File: src/rtl/signal_mux_pkg.sv
// Shared constants, FSM encoding and sizing helper for the correlator input selector.
// Pure definitions; no timing or flow-control behaviour of its own.
package signal_mux_pkg;

  localparam int DEF_NUM_SRC   = 12;
  localparam int DEF_SRC_W     = 2;
  localparam int DEF_OUT_W     = 8;
  localparam int DEF_SEL_W     = 4;
  localparam int DEF_BLANK_CYC = 4;

  // Select code reserved for the wide complex source sits just above the narrow codes.
  localparam int EXT_CODE = DEF_NUM_SRC;

  typedef enum logic [1:0] {
    ST_RUN   = 2'd0,
    ST_PEND  = 2'd1,
    ST_BLANK = 2'd2
  } mux_state_e;

  function automatic int cnt_width(input int n);
    return (n < 2) ? 1 : $clog2(n + 1);
  endfunction

endpackage

File: src/rtl/signal_mux_switch_fsm.sv
// Source-switch control: holds requests until an epoch, then blanks for BLANK_CYC cycles.
// sel_cur changes one clock after the accepting epoch; no backpressure, requests are never stalled.
module signal_mux_switch_fsm
  import signal_mux_pkg::*;
#(
  parameter int NUM_SRC   = DEF_NUM_SRC,
  parameter int SEL_W     = DEF_SEL_W,
  parameter int BLANK_CYC = DEF_BLANK_CYC
) (
  input  logic             pclk,
  input  logic             reset_n,
  input  logic [SEL_W-1:0] sel_req,
  input  logic             sel_wr,
  input  logic             epoch,
  output logic [SEL_W-1:0] sel_cur,
  output logic             blank,
  output logic             busy,
  output logic             sel_err
);

  localparam int               CNT_W    = cnt_width(BLANK_CYC);
  localparam logic [SEL_W-1:0] MAX_CODE = SEL_W'(NUM_SRC);
  localparam logic [CNT_W-1:0] CNT_LOAD = CNT_W'(BLANK_CYC);
  localparam logic [CNT_W-1:0] CNT_ONE  = CNT_W'(1);

  mux_state_e       state_q, state_d;
  logic [SEL_W-1:0] pend_q, pend_d;
  logic [SEL_W-1:0] sel_cur_q, sel_cur_d;
  logic [CNT_W-1:0] cnt_q, cnt_d;
  logic             flag_q, flag_d;
  logic             sel_err_q, sel_err_d;
  logic             req_legal;
  logic             wr_ok;

  always_comb begin
    state_d   = state_q;
    pend_d    = pend_q;
    sel_cur_d = sel_cur_q;
    cnt_d     = cnt_q;
    flag_d    = flag_q;
    sel_err_d = sel_err_q;

    req_legal = (sel_req <= MAX_CODE);
    wr_ok     = sel_wr & req_legal;

    if (sel_wr) begin
      sel_err_d = ~req_legal;
    end

    case (state_q)
      ST_RUN: begin
        // An epoch arriving with the request is deliberately not honoured here.
        if (wr_ok && (sel_req != sel_cur_q)) begin
          pend_d  = sel_req;
          state_d = ST_PEND;
        end
      end

      ST_PEND: begin
        if (wr_ok && (sel_req == sel_cur_q)) begin
          state_d = ST_RUN;
        end else if (epoch) begin
          sel_cur_d = wr_ok ? sel_req : pend_q;
          pend_d    = wr_ok ? sel_req : pend_q;
          cnt_d     = CNT_LOAD;
          flag_d    = 1'b0;
          state_d   = ST_BLANK;
        end else if (wr_ok) begin
          pend_d = sel_req;
        end
      end

      ST_BLANK: begin
        cnt_d = cnt_q - CNT_ONE;
        if (wr_ok) begin
          pend_d = sel_req;
          flag_d = 1'b1;
        end
        if (cnt_q <= CNT_ONE) begin
          cnt_d  = '0;
          flag_d = 1'b0;
          // A request landing on the final blank cycle still counts.
          if ((flag_q || wr_ok) && (pend_d != sel_cur_q)) begin
            state_d = ST_PEND;
          end else begin
            state_d = ST_RUN;
          end
        end
      end

      default: begin
        state_d = ST_RUN;
      end
    endcase
  end

  always_ff @(posedge pclk or negedge reset_n) begin
    if (!reset_n) begin
      state_q   <= ST_RUN;
      pend_q    <= '0;
      sel_cur_q <= '0;
      cnt_q     <= '0;
      flag_q    <= 1'b0;
      sel_err_q <= 1'b0;
    end else begin
      state_q   <= state_d;
      pend_q    <= pend_d;
      sel_cur_q <= sel_cur_d;
      cnt_q     <= cnt_d;
      flag_q    <= flag_d;
      sel_err_q <= sel_err_d;
    end
  end

  assign sel_cur = sel_cur_q;
  assign blank   = (state_q == ST_BLANK);
  assign busy    = (state_q != ST_RUN);
  assign sel_err = sel_err_q;

endmodule

File: src/rtl/signal_mux_sync.sv
// Correlator input selector: narrow or wide source, extended to OUT_W, epoch-synchronised switching.
// One-cycle registered datapath; no backpressure, outputs zero and invalid while blanking.
module signal_mux_sync
  import signal_mux_pkg::*;
#(
  parameter int NUM_SRC   = DEF_NUM_SRC,
  parameter int SRC_W     = DEF_SRC_W,
  parameter int OUT_W     = DEF_OUT_W,
  parameter int SEL_W     = DEF_SEL_W,
  parameter int BLANK_CYC = DEF_BLANK_CYC
) (
  input  logic                     pclk,
  input  logic                     reset_n,
  input  logic [NUM_SRC*SRC_W-1:0] src_data,
  input  logic [OUT_W-1:0]         ext_re,
  input  logic [OUT_W-1:0]         ext_im,
  input  logic [SEL_W-1:0]         sel_req,
  input  logic                     sel_wr,
  input  logic                     epoch,
  input  logic                     signext,
  output logic [OUT_W-1:0]         out_re,
  output logic [OUT_W-1:0]         out_im,
  output logic                     out_valid,
  output logic [SEL_W-1:0]         sel_cur,
  output logic                     busy,
  output logic                     sel_err
);

  localparam logic [SEL_W-1:0] EXT_SEL = SEL_W'(NUM_SRC);

  logic             blank;
  logic [SRC_W-1:0] narrow_raw;
  logic [OUT_W-1:0] narrow_ext;
  logic [OUT_W-1:0] out_re_q, out_re_d;
  logic [OUT_W-1:0] out_im_q, out_im_d;
  logic             out_valid_q, out_valid_d;

  signal_mux_switch_fsm #(
    .NUM_SRC   (NUM_SRC),
    .SEL_W     (SEL_W),
    .BLANK_CYC (BLANK_CYC)
  ) u_switch_fsm (
    .pclk    (pclk),
    .reset_n (reset_n),
    .sel_req (sel_req),
    .sel_wr  (sel_wr),
    .epoch   (epoch),
    .sel_cur (sel_cur),
    .blank   (blank),
    .busy    (busy),
    .sel_err (sel_err)
  );

  always_comb begin
    narrow_raw = '0;
    for (int k = 0; k < NUM_SRC; k++) begin
      if (sel_cur == SEL_W'(k)) begin
        narrow_raw = src_data[k*SRC_W +: SRC_W];
      end
    end
    narrow_ext = {{(OUT_W-SRC_W){signext & narrow_raw[SRC_W-1]}}, narrow_raw};
  end

  always_comb begin
    out_re_d    = '0;
    out_im_d    = '0;
    out_valid_d = 1'b0;
    // Zeros during blanking keep partially switched samples out of the accumulators.
    if (!blank) begin
      out_valid_d = 1'b1;
      if (sel_cur == EXT_SEL) begin
        out_re_d = ext_re;
        out_im_d = ext_im;
      end else begin
        out_re_d = narrow_ext;
        out_im_d = narrow_ext;
      end
    end
  end

  always_ff @(posedge pclk or negedge reset_n) begin
    if (!reset_n) begin
      out_re_q    <= '0;
      out_im_q    <= '0;
      out_valid_q <= 1'b0;
    end else begin
      out_re_q    <= out_re_d;
      out_im_q    <= out_im_d;
      out_valid_q <= out_valid_d;
    end
  end

  assign out_re    = out_re_q;
  assign out_im    = out_im_q;
  assign out_valid = out_valid_q;

endmodule
File: config.mk
export PLATFORM = sky130hd
export DESIGN_NAME = signal_mux_sync
export DESIGN_NICKNAME = d
export VERILOG_FILES = /design/src/rtl/signal_mux_pkg.sv /design/src/rtl/signal_mux_switch_fsm.sv /design/src/rtl/signal_mux_sync.sv
export SDC_FILE = /design/constraint.sdc
export NUM_CORES = 1
export LEC_CHECK = 0
export ABC_AREA = 1
export BUFFER_PORTS_ARGS = -buffer_cell sky130_fd_sc_hd__buf_2
export CAP_MARGIN = 20
export CORE_MARGIN = 8
export CORE_UTILIZATION = 25
export CTS_CLUSTER_SIZE = 8
export DETAILED_ROUTE_END_ITERATION = 7
export GPL_ROUTABILITY_DRIVEN = 0
export PLACE_DENSITY = 0.54
export SLEW_MARGIN = 20
export SYNTH_ARGS = -nofsm -noshare
export SYNTH_HDL_FRONTEND = slang
export SYNTH_SLANG_ARGS = --single-unit
File: constraint.sdc
create_clock -name pclk -period 3.8 [get_ports pclk]
set_input_delay 0.76 -clock pclk [delete_from_list [all_inputs] [get_ports pclk]]
set_output_delay 0.76 -clock pclk [all_outputs]
set_load 0.005 [all_outputs]
==> results.yml, run 1 <==
critical_path:
  cp-startpoint: "u_switch_fsm.sel_cur[1]$_DFFE_PN0P_"
  reg2reg_from: "u_switch_fsm.sel_cur[1]$_DFFE_PN0P_"
  worstSetupEndpointType: "flip-flop"
  slowest_delay_ns: 0.53
  startpoint_type: "flip-flop"
  slowest_stage: "dfrtp_1"
  crit_required_ns: 4.00
  worst_ep_arrival_time_ns: 2.34
  cp_max_fo: 19
  r2r_end: "out_im[4]$_DFF_PN0_"
  worstSetupEndpoint: "out_im[4]$_DFF_PN0_"
  ff2ff_path_depth: 7
  cp_cell_sequence: "nor2_4 -> nand3_1 -> o21ai_0 -> inv_1 -> nand4_2 -> nand3_2 -> nor2_1"
  r2r_slack_ns: 1.66
  worst-setup-path-type: "flip-flop to flip-flop"
finish:
  area_growth_pct: 28.74
  num_antenna_cells: 0
  nFillCells: 795
  drive_above_1_share_pct: 28.83
  nets: 380
routing:
  dr.pass1.iters: 4
  routedWlPerCell_um: 11.38
  vias: 1734
  drt_iter0_drc: 43
  viasPerCell: 4.080
  ant_nets: 0
  wirelength_mm: 4.836
  drc: 0
global_routing:
  overflow: 0
  grt_pass1_wl_mm: 7.810
  grtUsageTotal_pct: 9.456
  grt_max_degree: 33
  antenna_found_initial: 0
  grt_pass1_vias: 1711
clocking:
  cts.path.max_buffers: 2
  clk_pin_slew_ns: 0.07
  root_buffer: "clkbuf_8"
  clk_latency_ns: 0.28
  post_cts_buffers: 0
  cts_hold_buf: 0
  cts_repair_resize_count: 0
  tritoncts: "built"
  cts_htree_levels: 2
  cts_num_sinks: 32
  cts_buffers: 5
power_and_ir_drop:
  pwr_density_cell_nw_per_um2: 670.2
  p_int_uw: 905.8
  swShare_pct: 43.65
  cellLeakagePower_nw: 1.336
  netSwitchingPower_uw: 701.6
  ir_worst_vdd_mv: 0.1844
  p_seq_share_pct: 35.5
  combPwrFrac_pct: 47.7
  power_frac_clock_pct: 16.8
synthesis:
  synthCells: 252
  yosysTopAreaCell: "dfrtp_1"
  ys_ff_latch: 32
  synth_nets: 307
  synth_cell_types: 26
  synth-warning-count: 0
  syn_area_per_cell_um2: 7.393
  synth_area_um2: 1863
  netlist.area_leader.share_pct: 42.98
  synth_seq_area_share_pct: 42.98
  synthTopCellsByArea: "dfrtp_1 (43%), nor2_1 (12%), nand2_1 (9.9%)"
floorplan:
  die_x_um: 102.3
  dieArea_um2: 10470
  ioPinCount: 72
  rows: 31
  start_util_pct: 25.69
  core-area_um2: 7253
  die_height_um: 102.3
sta:
  slew_headroom_pct: 50.45
  setup_viol: 0
  hold_violations: 0
  drv_slew: 0
  fin_worst_skew_ns: 0.005478
  period_share_pct: 56.30
  fin_crit_ns: 2.139
  tightest_slew_ns: 0.7433
  setup_slack_ns: 1.661
  rsz0062_at_grt: "false"
  timing.fmax_mhz: 467.5
  tns_ns: 0
placement:
  pre_cts_ws_ns: 1.593
  portBuffers: 71
  hpwl_mm: 3.906
flow_run:
  drv_cap: 0
outcome:
  status: "completed"
hold_path:
  holdPathStages: 2
  hp-class: "flip-flop to flip-flop"
layout by cell type (no fill, tap or decap), types with 2 or more instances in the layout:
master | netlist | layout
buf_2 | 2 | 71
nor2_1 | 59 | 59
nand2_1 | 49 | 49
inv_1 | 35 | 35
dfrtp_1 | 32 | 32
o21ai_0 | 15 | 15
nand3_1 | 10 | 10
xor2_1 | 8 | 8
a21oi_1 | 8 | 8
ha_1 | 6 | 6
clkbuf_8 | 0 | 6
nor2_2 | 4 | 4
nand4_1 | 3 | 3
nand2_2 | 3 | 3
inv_2 | 2 | 2
nand3_2 | 2 | 2
o22ai_1 | 2 | 2
o21ai_1 | 2 | 2
clkinv_2 | 0 | 2
per-stage QoR:
| stage | instance area [um2] | instances | total power, mW | hold slack [ns] | utilization, % |
|---|---|---|---|---|---|
| 2_1_floorplan | 1863 | 252 | 1.131 | 0.4644 | - |
| 3_3_place_gp | 2306 | 417 | 1.352 | 0.5267 | 31.79 |
| 3_5_place_dp | 2306 | 417 | 1.358 | 0.4957 | 31.79 |
| 4_1_cts | 2399 | 425 | 1.640 | 0.5289 | 33.07 |
| 5_1_grt | 2399 | 425 | 1.781 | 0.5578 | 33.07 |
| 6_report | 2399 | 425 | 1.607 | 0.5217 | 33.07 |
state kept, by name, indices dropped and copies added, names as in the netlist:
| signal | count |
|---|---|
| out_im | 8 |
| u_switch_fsm.sel_cur | 4 |
| u_switch_fsm.pend_q | 4 |
| out_re | 8 |
| u_switch_fsm.cnt_q | 3 |
| u_switch_fsm.state_q | 2 |
| out_valid | 1 |
| u_switch_fsm.flag_q | 1 |
| u_switch_fsm.sel_err | 1 |
metal layers:
metal | GRT usage (%) | vias to the layer above | wire length (um)
li1 | - | 922 | -
met1 | 11.37 | 759 | 2209
met2 | 14.99 | 47 | 2099
met3 | 3.747 | 6 | 475
met4 | 3.160 | 0 | 51
met5 | 0 | - | 0
worst min path at each step:
stage / from / endpoint / slack, ns
6_report: u_switch_fsm.sel_err$_DFFE_PN0P_ / u_switch_fsm.sel_err$_DFFE_PN0P_ / 0.52
5_1_grt: u_switch_fsm.flag_q$_DFFE_PN0P_ / u_switch_fsm.flag_q$_DFFE_PN0P_ / 0.56
4_1_cts: u_switch_fsm.sel_err$_DFFE_PN0P_ / u_switch_fsm.sel_err$_DFFE_PN0P_ / 0.53
3_5_place_dp: u_switch_fsm.sel_err$_DFFE_PN0P_ / u_switch_fsm.sel_err$_DFFE_PN0P_ / 0.50
3_3_place_gp: u_switch_fsm.cnt_q[2]$_DFFE_PN0P_ / u_switch_fsm.cnt_q[2]$_DFFE_PN0P_ / 0.53
2_1_floorplan: reset_n / out_im[0]$_DFF_PN0_ / 0.46
logic make-up (layout without fill, tap and decap cells):
family	after synthesis	count (layout)	share of synthesized area, %
and+or+nand+nor	133	133	30.49
DFF	32	32	42.98
adders and majority gates	6	6	4.029
AOI/OAI and AO/OA	31	31	9.335
buffers and inverters	42	116	9.402
xor gates and xnor gates	8	8	3.761
power by group through the flow:
| stage | clock network, mW | registers, mW | logic (mW) |
|---|---|---|---|
| after detailed placement | 0 | 0.576 | 0.782 |
| final | 0.270 | 0.570 | 0.767 |
| after global placement | 0 | 0.578 | 0.774 |
| after global routing | 0.300 | 0.586 | 0.895 |
| after floorplan | 0 | 0.538 | 0.592 |
| after CTS | 0.287 | 0.570 | 0.783 |
cell usage after synthesis:
master     n
dfrtp_1   32
inv_2      2
o21ai_2    1
a21oi_1    8
nand4_1    3
nand2_2    3
buf_2      2
nand3_1   10
a211oi_2   1
o21ai_0   15
clkbuf_1   1
a22o_1     1
nand3_2    2
o21ai_1    2
nand2_1   49
xor2_1     8
a31oi_1    1
nor2_2     4
inv_1     35
buf_6      2
ha_1       6
or2_0      1
nor2_1    59
nor2_4     1
nand4_2    1
o22ai_1    2
final cells by class:
| type | count | area, um2 | area share (%) |
|---|---|---|---|
| multi-input cells | 178 | 887.1 | 36.98 |
| clock buffers | 6 | 82.58 | 3.443 |
| clock inverters | 2 | 10.01 | 0.4173 |
| inverters | 37 | 138.9 | 5.790 |
| repair buffers | 71 | 355.3 | 14.81 |
| well taps | 99 | 123.9 | 5.164 |
| flip-flops and latches | 32 | 800.8 | 33.39 |
critical path: cells and delay by family (launching register included):
kind	cells	cell delay, ns
AND/OR/NAND/NOR	5	1.21
flip-flops	1	0.53
AO/OA/AOI/OAI	1	0.24
buffers and inverters	1	0.07
Note: power is estimated with default switching activity, not from simulation.
==> run 2, diff against run 1 <==
--- a/config.mk
+++ b/config.mk
@@ -13,7 +13,7 @@
 export CTS_CLUSTER_SIZE = 8
 export DETAILED_ROUTE_END_ITERATION = 7
 export GPL_ROUTABILITY_DRIVEN = 0
-export PLACE_DENSITY = 0.54
+export PLACE_DENSITY = 0.55
 export SLEW_MARGIN = 20
 export SYNTH_ARGS = -nofsm -noshare
 export SYNTH_HDL_FRONTEND = slang
==> constraint.sdc (replaced) <==
create_clock -name pclk -period 1.85 [get_ports pclk]
set_input_delay 0.37 -clock pclk [delete_from_list [all_inputs] [get_ports pclk]]
set_output_delay 0.37 -clock pclk [all_outputs]
set_load 0.005 [all_outputs]
==> run 2 against run 1 <==
Clock skew grew 0.0017 ns; die area is the same; first-iteration DRC count grew 33%; via count grew 2.9%; worst setup slack lost 1.5 ns; power grew 110%; fmax grew 24%; utilization grew 1.3 points; clock power grew 98%; critical path type unchanged.
==> results.yml, run 2 (same netlist as run 1, synthesis figures left out) <==
floorplan:
  ioPinCount: 72
  start_util_pct: 25.69
  die_x_um: 102.3
  rows: 31
  core-area_um2: 7253
  die_height_um: 102.3
  dieArea_um2: 10470
routing:
  vias: 1784
  wl_met1_mm: 2.451
  route.met2.wl_mm: 2.170
  wirelength_mm: 5.005
  drc: 0
  top_layer: "met4"
  wl_met3_um: 343
  dr.pass1.iters: 4
  ant_nets: 0
  routedWlPerCell_um: 11.53
  viasPerCell: 4.111
  drt_iter0_drc: 57
global_routing:
  grt_pass1_wl_mm: 8.121
  grt_max_degree: 33
  grtUsageTotal_pct: 9.758
  overflow: 0
  grt_pass1_vias: 1722
  antenna_found_initial: 0
sta:
  timing.fmax_mhz: 579.6
  rsz0062_at_grt: "true"
  period_share_pct: 93.26
  whs_ns: 0.1475
  drv_slew: 0
  fin_worst_skew_ns: 0.007149
  hold_violations: 0
  setup_viol: 0
  setup_slack_ns: 0.1247
  fin_crit_ns: 1.725
  tightest_slew_ns: 0.7412
  slew_headroom_pct: 50.59
power_and_ir_drop:
  pwr_density_cell_nw_per_um2: 1386
  ir_worst_vdd_mv: 0.4580
  cellLeakagePower_nw: 1.374
clocking:
  clk_latency_ns: 0.28
  cts_num_sinks: 32
  post_cts_buffers: 0
  cts_buffers: 5
  cts.path.max_buffers: 2
  tritoncts: "built"
  cts_htree_levels: 2
  root_buffer: "clkbuf_8"
  clk_pin_slew_ns: 0.07
placement:
  hpwl_mm: 4.094
  pre_cts_ws_ns: 0.001118
  portBuffers: 71
outcome:
  status: "completed"
finish:
  mostFrequentLayoutCells: "buf_2 (71), nor2_1 (58), nand2_1 (48), inv_1 (34), dfrtp_1 (28)"
  register_area_um2: 805.8
  num_antenna_cells: 0
  multi_input_area_um2: 912.1
  post-route-util_pct: 34.35
  nFillCells: 804
  mostFrequentLayoutCell: "buf_2"
  area_growth_pct: 33.71
  nets: 389
  drive_above_1_share_pct: 33.73
critical_path:
  slowest_delay_ns: 0.47
  startpoint_type: "flip-flop"
  crit_required_ns: 2.02
  cp_max_fo: 12
  worst_ep_arrival_time_ns: 1.89
  cp_cell_sequence: "nor2_4 -> nand3_2 -> or2_0 -> nand2_1 -> nand4_1 -> nor2_2 -> nand4_2 -> nand3_4 -> nor2_1"
  worst-setup-path-type: "flip-flop to flip-flop"
  slowest_stage: "dfrtp_2"
  worstSetupEndpointType: "flip-flop"
flow_run:
  drv_cap: 0
hold_path:
  hp-class: "input port to asynchronous set/reset pin"
## run 2: path summary, 6_finish.rpt
| kind | from | to | slack [ns] | cells after the start |
|---|---|---|---|---|
| setup / recovery | u_switch_fsm.sel_cur[1]$_DFFE_PN0P_ | out_im[3]$_DFF_PN0_ | 0.12 | 9 |
| hold / removal | reset_n | u_switch_fsm.sel_cur[2]$_DFFE_PN0P_ | 0.15 | 1 |
| setup reg to reg | u_switch_fsm.sel_cur[1]$_DFFE_PN0P_ | out_im[3]$_DFF_PN0_ | 0.12 | 9 |
| hold reg to reg | u_switch_fsm.cnt_q[2]$_DFFE_PN0P_ | u_switch_fsm.cnt_q[2]$_DFFE_PN0P_ | 0.52 | 2 |
| max in group asynchronous | reset_n | u_switch_fsm.sel_cur[0]$_DFFE_PN0P_ | 1.19 | 1 |
| min in group pclk | ext_im[4] | out_im[4]$_DFF_PN0_ | 0.31 | 3 |
## run 2: cell type report
cell class / count / area share (%)
tap: 99 / 4.972
multi-input combinational: 178 / 36.61
timing repair buffer: 80 / 16.98
sequential: 32 / 32.35
clock inverter: 3 / 0.7534
inverter: 37 / 5.575
clock buffer: 5 / 2.762
## run 2: through the flow
step	cells	cell area (um2)	TNS (ns)	power (mW)
after CTS	434	2462	0	3.446
after global placement	426	2374	0	2.872
after floorplan	252	1863	0	2.322
after detailed placement	426	2374	0	2.892
final	434	2491	0	3.452
after global routing	434	2491	-0.1987	3.830
## run 2: where the power goes
part           leakage [nW]  internal, mW  switching [mW]
registers             0.401         0.967           0.193
clock network        0.0479         0.262           0.273
logic                 0.925         0.707            1.05
## run 2: critical path, delay by kind of cell (launching register included)
kind	cells	cell delay [ns]
DFF	1	0.47
and+or+nand+nor	9	1.13
## run 2: layer usage
layer  vias to the layer above  track usage (%)
met1                       784            13.31
met4                         0            2.370
li1                        944                -
met2                        49            14.54
met3                         7            2.997
met5                         -                0
## run 2: repair_timing
action | 4_1_cts | 5_1_grt
setup endpoints to repair | 10 | 17
hold buffers | 0 | 0
pin swaps | 0 | 1
resized for setup | 1 | 10
cloned | 0 | 0
==> run 3, diff against run 2 <==
--- a/config.mk
+++ b/config.mk
@@ -13,6 +13,7 @@
 export CTS_CLUSTER_SIZE = 8
 export DETAILED_ROUTE_END_ITERATION = 7
 export GPL_ROUTABILITY_DRIVEN = 0
+export GPL_TIMING_DRIVEN = 0
 export PLACE_DENSITY = 0.55
 export SLEW_MARGIN = 20
 export SYNTH_ARGS = -nofsm -noshare
==> run 3 against run 2 <==
Register-to-register slack worse by 0.10 ns; power grew 3.6%; worst setup slack got worse by 0.10 ns; fmax decreased by 5.7%; critical path depth up 2; clock skew grew 0.00090 ns; die area unchanged; design area rose by 1.5%; global-route usage is 0.28 points higher; largest cell class unchanged; largest power group unchanged.
==> results.yml, run 3 (same netlist as run 1, synthesis figures left out) <==
power_and_ir_drop:
  combPwrFrac_pct: 54.4
  p_int_mw: 2.002
  netSwitchingPower_mw: 1.575
  cellLeakagePower_nw: 1.388
  swShare_pct: 44.02
  power_frac_clock_pct: 14.9
  p_seq_share_pct: 30.7
  ir_worst_vdd_mv: 0.5835
  finalPower_mw: 3.577
  pwr_density_cell_nw_per_um2: 1415
routing:
  wl_met1_mm: 2.382
  dr.pass1.iters: 4
  wirelength_mm: 5.142
  drc: 0
  route.met2.wl_mm: 2.302
  top_layer: "met4"
  viasPerCell: 4.172
  routedWlPerCell_um: 11.82
  drt_iter0_drc: 62
  ant_nets: 0
  wl_met3_um: 438
  vias: 1815
sta:
  rsz0062_at_grt: "true"
  timing.fmax_mhz: 546.8
  tightest_slew_ns: 0.7396
  fin_worst_skew_ns: 0.008047
  period_share_pct: 98.85
  setup_viol: 0
  fin_crit_ns: 1.829
  hold_violations: 0
  slew_headroom_pct: 50.69
  drv_slew: 0
finish:
  mostFrequentLayoutCell: "buf_2"
  nFillCells: 790
  design_area_um2: 2529
  drive_above_1_share_pct: 34.23
  nets: 390
  area_growth_pct: 35.73
  num_antenna_cells: 0
  mostFrequentLayoutCells: "buf_2 (71), nor2_1 (54), nand2_1 (48), inv_1 (33), dfrtp_1 (31)"
global_routing:
  antenna_found_initial: 0
  grt_pass1_vias: 1798
  overflow: 0
  grt_max_degree: 33
  grtUsageTotal_pct: 10.04
  grt_pass1_wl_mm: 8.390
critical_path:
  startpoint_type: "flip-flop"
  worst_ep_arrival_time_ns: 2.01
  slowest_stage: "dfrtp_1"
  crit_required_ns: 2.03
  worst-setup-path-type: "flip-flop to flip-flop"
  cp_max_fo: 7
  worstSetupEndpointType: "flip-flop"
  slowest_delay_ns: 0.39
  reg2reg_from: "u_switch_fsm.sel_cur[1]$_DFFE_PN0P_"
  r2r_slack_ns: 0.02
  ff2ff_path_depth: 11
  crit_top_cell: "nor2_1"
  r2r_end: "out_re[5]$_DFF_PN0_"
  cp_cell_sequence: "buf_6 -> nor2_4 -> nand3_2 -> or2_0 -> nand2_1 -> nand4_1 -> nor2_1 -> nand4_2 -> nand3_4 -> buf_4 -> nor2_1"
floorplan:
  die_x_um: 102.3
  rows: 31
  die_height_um: 102.3
  start_util_pct: 25.69
  ioPinCount: 72
  core-area_um2: 7253
  dieArea_um2: 10470
placement:
  hpwl_mm: 4.092
  dpl-instance-area_um2: 2342
  portBuffers: 71
flow_run:
  drv_cap: 0
clocking:
  cts_num_sinks: 32
  cts_buffers: 5
  tritoncts: "built"
  clk_pin_slew_ns: 0.07
  clk_latency_ns: 0.28
  cts.path.max_buffers: 2
  cts_htree_levels: 2
  root_buffer: "clkbuf_8"
outcome:
  status: "completed"
hold_path:
  hp-class: "input port to asynchronous set/reset pin"
[run 3: cell count changes in the layout (fill, tap and decap cells not counted), moves of 2 or more]
cell     change
nor2_1       -4
dfrtp_2      -3
dfrtp_1      +3
buf_6        +2
nor2_2       +3
buf_4        -2
[run 3: repair_timing]
item                                    4_1_cts  5_1_grt
cloned                                        0        1
hold buffers                                  0        0
buffers inserted                              0        4
pin swaps                                     1        5
endpoints found under the setup margin       10       19
resized for setup                             2       20
[run 3: power groups by stage]
stage | Sequential, mW | Clock, mW | Combinational (mW)
after floorplan | 1.11 | 0 | 1.22
after global placement | 1.10 | 0 | 1.73
after detailed placement | 1.11 | 0 | 1.76
after CTS | 1.10 | 0.561 | 1.77
after global routing | 1.14 | 0.599 | 2.24
final | 1.10 | 0.532 | 1.95
[run 3: cell type report]
cell class                 instances  area, um2  share of cell area, %
buffer                             5      41.29                  1.633
clock buffer                       5      68.82                  2.721
clock inverter                     3      18.77                 0.7422
inverter                          37      141.4                  5.591
multi-input combinational        178      939.7                  37.16
sequential                        32      802.0                  31.72
tap                               99      123.9                  4.899
timing repair buffer              76      392.9                  15.54
[run 3: worst max path at each step]
stage,start,endpoint,slack [ns],depth (start not counted)
floorplan,u_switch_fsm.sel_cur[1]$_DFFE_PN0P_,out_im[2]$_DFF_PN0_,0.21,11
global placement,sel_req[0],u_switch_fsm.state_q[0]$_DFFE_PN0P_,-0.04,14
detailed placement,sel_req[0],u_switch_fsm.state_q[0]$_DFFE_PN0P_,-0.04,14
CTS,u_switch_fsm.sel_cur[1]$_DFFE_PN0P_,out_im[5]$_DFF_PN0_,0.01,11
global route,u_switch_fsm.sel_cur[1]$_DFFE_PN0P_,out_re[6]$_DFF_PN0_,-0.11,11
finish,u_switch_fsm.sel_cur[1]$_DFFE_PN0P_,out_re[5]$_DFF_PN0_,0.02,11
[run 3: routing by layer]
metal / vias up / global-route usage [%]
met4: 0 / 2.032
met2: 53 / 15.89
met1: 814 / 12.92
met5: - / 0
met3: 2 / 3.338
li1: 946 / -
[run 3: stage by stage]
step	hold slack (ns)	TNS [ns]	setup slack (ns)	util, %	instances
floorplan	0.07441	0	0.2056	-	252
global placement	0.4816	-0.05044	-0.04317	32.29	422
detailed placement	0.4863	-0.1467	-0.03988	32.29	422
CTS	0.1726	0	0.01357	33.52	430
global route	0.2119	-1.011	-0.1120	34.86	435
finish	0.1470	0	0.02121	34.86	435
[run 3: critical path: cells and delay by family (launching register included)]
kind          cells  cell delay [ns]
buf+inv           2             0.30
simple gates      9             1.04
flops             1             0.39
